### config.mk
export PLATFORM = sky130hd
export DESIGN_NAME = lfsr_tap_search
export DESIGN_NICKNAME = d
export VERILOG_FILES = /design/src/rtl/lfsr_tap_search_pkg.sv /design/src/rtl/lfsr_tap_search.sv
export SDC_FILE = /design/constraint.sdc
export NUM_CORES = 1
export LEC_CHECK = 0
export ABC_AREA = 1
export CELL_PAD_IN_SITES_DETAIL_PLACEMENT = 0
export CELL_PAD_IN_SITES_GLOBAL_PLACEMENT = 1
export CORE_ASPECT_RATIO = 0.7
export CORE_UTILIZATION = 43
export CTS_CLUSTER_DIAMETER = 60
export DETAILED_ROUTE_END_ITERATION = 8
export PLACE_DENSITY = 0.89
export SLEW_MARGIN = 10
export SYNTH_ARGS = -nofsm -noshare
export SYNTH_HDL_FRONTEND = slang
export SYNTH_SLANG_ARGS = --single-unit
### constraint.sdc
create_clock -name Clk -period 3 [get_ports Clk]
set_input_delay 0.6 -clock Clk [delete_from_list [all_inputs] [get_ports Clk]]
set_output_delay 0.6 -clock Clk [all_outputs]
set_load 0.02 [all_outputs]
### src/rtl/lfsr_tap_search_pkg.sv
// Shared LFSR definitions: controller state encoding, preamble default and
// the 7-bit LFSR step used by both the tap search and the decrypt datapath.
package lfsr_pkg;

  typedef enum logic [2:0] {
    IDLE,
    LOAD,
    SEED,
    CHECK,
    DONE
  } state_e;

  localparam logic [7:0] PRE_CHAR_DEFAULT = 8'h5F;

  function automatic logic [6:0] lfsr7_next(input logic [6:0] state,
                                            input logic [6:0] taps);
    return {state[5:0], ^(state & taps)};
  endfunction

endpackage

### src/rtl/lfsr_tap_search.sv
// Recovers the LFSR tap-table index that encrypted a message by capturing the
// preamble and replaying the 7-bit LFSR for each table entry in turn.
module lfsr_tap_search
  import lfsr_pkg::*;
#(
  parameter int unsigned NUM_TAPS = 9,
  parameter int unsigned PRE_LEN  = 4,
  parameter logic [7:0]  PRE_CHAR = PRE_CHAR_DEFAULT
) (
  input  logic       Clk,
  input  logic       Reset_n,
  input  logic       Start,
  input  logic [7:0] In_data,
  input  logic       In_valid,
  output logic       In_ready,
  output logic [7:0] LutAddr,
  input  logic [7:0] LutTarget,
  output logic       Busy,
  output logic       Done,
  output logic       Found,
  output logic [7:0] TapIdx
);

  localparam int unsigned IW = (NUM_TAPS > 1) ? $clog2(NUM_TAPS) : 1;
  localparam int unsigned KW = $clog2(PRE_LEN);
  localparam logic [IW-1:0] LAST_IDX = IW'(NUM_TAPS - 1);
  localparam logic [KW-1:0] LAST_K   = KW'(PRE_LEN - 1);

  state_e        state_q, state_d;
  logic [6:0]    exp_q [PRE_LEN];
  logic [KW-1:0] cnt_q, cnt_d;
  logic [KW-1:0] k_q, k_d;
  logic [6:0]    lfsr_q, lfsr_d;
  logic [IW-1:0] idx_q, idx_d;
  logic [IW-1:0] tap_q, tap_d;
  logic          found_q, found_d;

  logic [6:0]    lfsr_nxt;
  logic          hit;
  logic          accept;
  logic          unused_bits;

  assign unused_bits = ^{In_data[7], LutTarget[7]};

  always_comb begin
    lfsr_nxt = lfsr7_next(lfsr_q, LutTarget[6:0]);
    hit      = (lfsr_nxt == exp_q[k_q]);
    accept   = (state_q == LOAD) && In_valid;
  end

  always_ff @(posedge Clk) begin
    if (!Reset_n) begin
      state_q <= IDLE;
      cnt_q   <= '0;
      k_q     <= '0;
      lfsr_q  <= '0;
      idx_q   <= '0;
      tap_q   <= '0;
      found_q <= 1'b0;
      for (int unsigned i = 0; i < PRE_LEN; i++) exp_q[i] <= '0;
    end else begin
      state_q <= state_d;
      cnt_q   <= cnt_d;
      k_q     <= k_d;
      lfsr_q  <= lfsr_d;
      idx_q   <= idx_d;
      tap_q   <= tap_d;
      found_q <= found_d;
      // Buffer holds the expected LFSR states (byte ^ PRE_CHAR, bits 6:0)
      // rather than raw bytes; only those bits ever reach a compare.
      if (accept) exp_q[cnt_q] <= In_data[6:0] ^ PRE_CHAR[6:0];
    end
  end

  always_comb begin
    state_d = state_q;
    unique case (state_q)
      IDLE:    if (Start) state_d = LOAD;
      LOAD:    if (accept && (cnt_q == LAST_K)) state_d = SEED;
      SEED:    state_d = CHECK;
      CHECK: begin
        if (hit) begin
          if (k_q == LAST_K) state_d = DONE;
        end else begin
          state_d = (idx_q == LAST_IDX) ? DONE : SEED;
        end
      end
      DONE:    state_d = IDLE;
      default: state_d = IDLE;
    endcase
  end

  always_comb begin
    cnt_d   = cnt_q;
    k_d     = k_q;
    lfsr_d  = lfsr_q;
    idx_d   = idx_q;
    tap_d   = tap_q;
    found_d = found_q;
    unique case (state_q)
      IDLE: begin
        if (Start) begin
          cnt_d   = '0;
          idx_d   = '0;
          tap_d   = '0;
          found_d = 1'b0;
        end
      end
      LOAD: if (accept) cnt_d = cnt_q + 1'b1;
      SEED: begin
        lfsr_d = exp_q[0];
        k_d    = KW'(1);
      end
      CHECK: begin
        if (hit) begin
          if (k_q == LAST_K) begin
            found_d = 1'b1;
            tap_d   = idx_q;
          end else begin
            lfsr_d = lfsr_nxt;
            k_d    = k_q + 1'b1;
          end
        end else if (idx_q != LAST_IDX) begin
          idx_d = idx_q + 1'b1;
        end else begin
          found_d = 1'b0;
          tap_d   = '0;
        end
      end
      default: ;
    endcase
  end

  always_comb begin
    In_ready = (state_q == LOAD);
    Busy     = (state_q != IDLE);
    Done     = (state_q == DONE);
    Found    = found_q;
    TapIdx   = 8'(tap_q);
    LutAddr  = 8'(idx_q);
  end

endmodule
==> out/summary.log <==
[critical_path] required time reported for the critical path endpoint 3.24 ns
[placement] post-detailed-placement half-perimeter wirelength 4.48 mm
[drt] detailed-routing iteration count for the pre-antenna-repair pass 4
[run_status] status completed
[synthesis] number of standard cells after synthesis 368
[global_routing] via count of the first global-routing pass 2,060
[cells_and_area] area occupied by multi-input gates 0.00129 mm²
[timing] smallest setup slack after layout 0.622 ns
[critical_path] Crit Path Category input pin to register
[synthesis] flop and latch count out of synthesis 53
[global_routing] GR Util met3 3.33%
[critical_path] most frequent cell on the critical path sky130_fd_sc_hd__nand2_1
[pwr] total power divided by cell area 629 mW/mm²
[pwr] total chip power 2.07 mW
[global_routing] first-pass GRT wire length 9.81 mm
[timing] Sum Neg Setup Slack 0 ns
[drt] DRC marker count from the first detailed-route iteration 105
[cts] CTS hold repair buffers 0
[global_routing] global-route track usage on met1 28.2%
[critical_path] number of buffers and inverters on the critical path 3
[cts] CTS max path bufs 2
[synthesis] synthesized area divided by synthesized cell count 7.68 µm²
[flow_run] max cap viols 0
[drt] count of unresolved DRC violations after routing 0
[timing] count of endpoints failing hold in the final timing report 0
[global_routing] initial antenna violation count 0
[pwr] worst-case vdd ir drop 0.000330 V
[drt] Total Wirelength 5.85 mm
[cts] setup bufs post-CTS 0
[drt] average routed wire per standard cell 12.1 µm
[global_routing] largest net degree at the start of global routing 19
[drt] vias post-DR 2,379
[critical_path] crit path capture type register
[cells_and_area] fraction of final layout cells with drive strength greater than 1 7.18%
[drt] routed via count divided by cell count 4.94
[cts] number of clock sinks 53
[floorplan] standard-cell row count 24
[global_routing] GRT met2 Usage 25.6%
[worst_hold_path] Worst Hold Class register to register
[cts] post-cts resize count 0
[critical_path] category of the worst setup path launch point input pin
[pwr] Pleak 1.40 nW
[critical_path] CP top delay family simple AND/OR/NAND/NOR gates
[floorplan] width of the die 98.9 µm
[floorplan] vertical die dimension 69.8 µm
[placement] placed standard-cell area 0.00320 mm²
[critical_path] data arrival time at the worst-slack endpoint 2.62 ns
[placement] I/O Buffers 29
[global_routing] aggregate global routing overflow 0
[timing] final clock period utilization by the worst path 79.3%
[cells_and_area] final non-filler cell area 0.00329 mm²
[cts] clock-pin slew on the worst setup and hold paths 0.10 ns
[placement] GPL Wtd Cong 0.757
[floorplan] number of top-level pins 40
[placement] worst setup slack after placement 0.287 ns
[critical_path] standard cell with the maximum stage delay on the critical path sky130_fd_sc_hd__clkdlybuf4s50_1
[synthesis] count of unique library cells instantiated by Yosys 33
[cells_and_area] Final nets 427
[timing] setup repair after global routing missed its margin no
[critical_path] ordered cell list for the critical path clkdlybuf4s50_1 -> nand2_1 -> inv_1 -> nand2_1 -> nand2_1 -> nand2_1 -> nand2_1 -> nand2_1 -> nand3b_1 -> nand2_1 -> nor2_4 -> nor2_2 -> nor2_4 -> buf_4 -> o21ai_0 -> a21oi_1
[synthesis] post-synthesis cell area 0.00283 mm²
[floorplan] Die Area 0.00691 mm²
[cells_and_area] FF+latch area 0.00134 mm²
[global_routing] global-route total usage across every layer 17.9%
[timing] maximum clock skew at final layout 0.00979 ns
[floorplan] Starting Density 45.0%
[cts] library cell used as clock root buffer sky130_fd_sc_hd__clkbuf_8
[synthesis] number of warning messages in the yosys log 0
[cts] CTS H-tree depth 2
[cells_and_area] Final Core Density 52.4%
[cts] number of clock buffers inserted by TritonCTS 5
[cells_and_area] number of fillers in the final layout 586
[cells_and_area] area growth from synthesis to layout 16.4%
[drt] post-detailed-route count of antenna-violating nets 0
[cts] CTS tree done
[floorplan] core region area 0.00628 mm²
[timing] fin crit period 2.38 ns
[cts] worst skew pair latency 0.31 ns
[timing] FMAX 420 MHz
[critical_path] Max FO, Critical Path 11
[synthesis] sequential-to-total area share from yosys stat 47.5%
[critical_path] largest incremental delay on the critical path 0.46 ns
[cells_and_area] number of diodes added for antenna fixing 0
[global_routing] gr busiest metal met1
[timing] Final Max Slew Viols 0
[timing] # setup viols final 0
cell usage after synthesis:
cell type | count | area share (%)
sky130_fd_sc_hd__nand3_1 | 27 | 4.8
sky130_fd_sc_hd__clkinv_1 | 1 | 0.13
sky130_fd_sc_hd__nand3b_1 | 7 | 1.9
sky130_fd_sc_hd__nor3b_1 | 1 | 0.27
sky130_fd_sc_hd__nand2_2 | 1 | 0.22
sky130_fd_sc_hd__buf_6 | 2 | 0.80
sky130_fd_sc_hd__nand2_1 | 123 | 16
sky130_fd_sc_hd__inv_1 | 27 | 3.6
sky130_fd_sc_hd__ha_1 | 4 | 1.8
sky130_fd_sc_hd__a211oi_1 | 2 | 0.53
sky130_fd_sc_hd__inv_2 | 3 | 0.40
sky130_fd_sc_hd__xor2_1 | 1 | 0.31
sky130_fd_sc_hd__buf_4 | 9 | 2.4
sky130_fd_sc_hd__nor3_1 | 2 | 0.35
sky130_fd_sc_hd__conb_1 | 1 | 0.13
sky130_fd_sc_hd__edfxtp_1 | 28 | 30
sky130_fd_sc_hd__nor2_1 | 52 | 6.9
sky130_fd_sc_hd__a31oi_1 | 1 | 0.22
sky130_fd_sc_hd__mux2i_1 | 6 | 2.1
sky130_fd_sc_hd__o21bai_1 | 1 | 0.27
sky130_fd_sc_hd__nand3_2 | 2 | 0.71
sky130_fd_sc_hd__dfxtp_1 | 25 | 18
sky130_fd_sc_hd__o31ai_1 | 1 | 0.27
sky130_fd_sc_hd__xnor2_1 | 1 | 0.31
sky130_fd_sc_hd__nor2_4 | 2 | 0.80
sky130_fd_sc_hd__o21ai_0 | 7 | 1.2
sky130_fd_sc_hd__buf_2 | 1 | 0.18
sky130_fd_sc_hd__nand4_1 | 2 | 0.44
sky130_fd_sc_hd__clkbuf_1 | 4 | 0.53
sky130_fd_sc_hd__nor2_2 | 1 | 0.22
sky130_fd_sc_hd__a21oi_1 | 17 | 3.0
sky130_fd_sc_hd__o21ai_1 | 3 | 0.53
sky130_fd_sc_hd__a21oi_2 | 3 | 0.93
path summary, 6_finish.rpt:
path / cells after the start / end / start / slack (ns)
setup / recovery: 16 / lfsr_q[2] / LutTarget[2] / 0.62
hold / removal: 2 / tap_q[1] / tap_q[1] / 0.47
setup reg to reg: 13 / lfsr_q[2] / register / 0.68
hold reg to reg: 2 / tap_q[1] / tap_q[1] / 0.47
cell type report:
cell class | count | area share [%]
clock buffers | 5 | 2.09
clock inverters | 3 | 0.761
inverters | 31 | 3.54
multi-input cells | 275 | 39.2
flip-flops and latches | 53 | 40.8
well taps | 78 | 2.97
repair buffers | 37 | 10.7
through the flow:
step                      std cells  hold slack (ns)
after global placement          474            0.453
after floorplan                 375            0.457
after CTS                       482            0.472
final                           482            0.468
after detailed placement        474            0.457
after global routing            482            0.494
worst register-to-register path, delay by kind of cell, from the launching register on:
kind                   cells  cell delay, ns
AOI/OAI and AO/OA          2            0.18
buffers and inverters      2            0.41
DFF                        1            0.53
and+or+nand+nor            9            1.14
state kept, by name, summed over array words and instances, names as in the netlist, named ones only:
name and flops:
exp_q 28, lfsr_q 7, idx_q 4, tap_q 4
state_q 3, cnt_q 2, k_q 2, Found 1
placed cells by master (no fill, tap or decap), drive strengths merged, types with 4 or more instances in the layout:
cell	instances
dfxtp	25
o21ai	10
conb	8
edfxtp	28
nand3	29
clkbuf	5
clkdlybuf4s50	29
inv	32
mux2i	6
nor2	55
ha	4
nand3b	7
buf	8
nand2	124
a21oi	20
routing by layer:
metal	share of wire [%]	vias to the layer above
met4	0.21	0
met3	4.4	2
li1	-	1246
met1	55	1084
met5	0	-
met2	41	47
power by group:
group | leakage, nW | internal [mW] | total (mW) | switching [mW]
logic | 0.864 | 0.256 | 0.712 | 0.456
registers | 0.493 | 0.849 | 0.927 | 0.0784
clock network | 0.0452 | 0.171 | 0.429 | 0.258
logic make-up (layout without fill, tap and decap cells):
kind of cell | count (synthesis) | after routing | share of synthesized area, %
buffers and inverters | 47 | 76 | 8.01
muxes | 6 | 6 | 2.12
xor gates and xnor gates | 2 | 2 | 0.620
and+or+nand+nor | 220 | 220 | 32.9
AOI/OAI and AO/OA | 35 | 35 | 6.99
DFF | 53 | 53 | 47.5
adders and majority gates | 4 | 4 | 1.77
other | 1 | 8 | 0.133
Note: power is estimated with default switching activity, not from simulation.
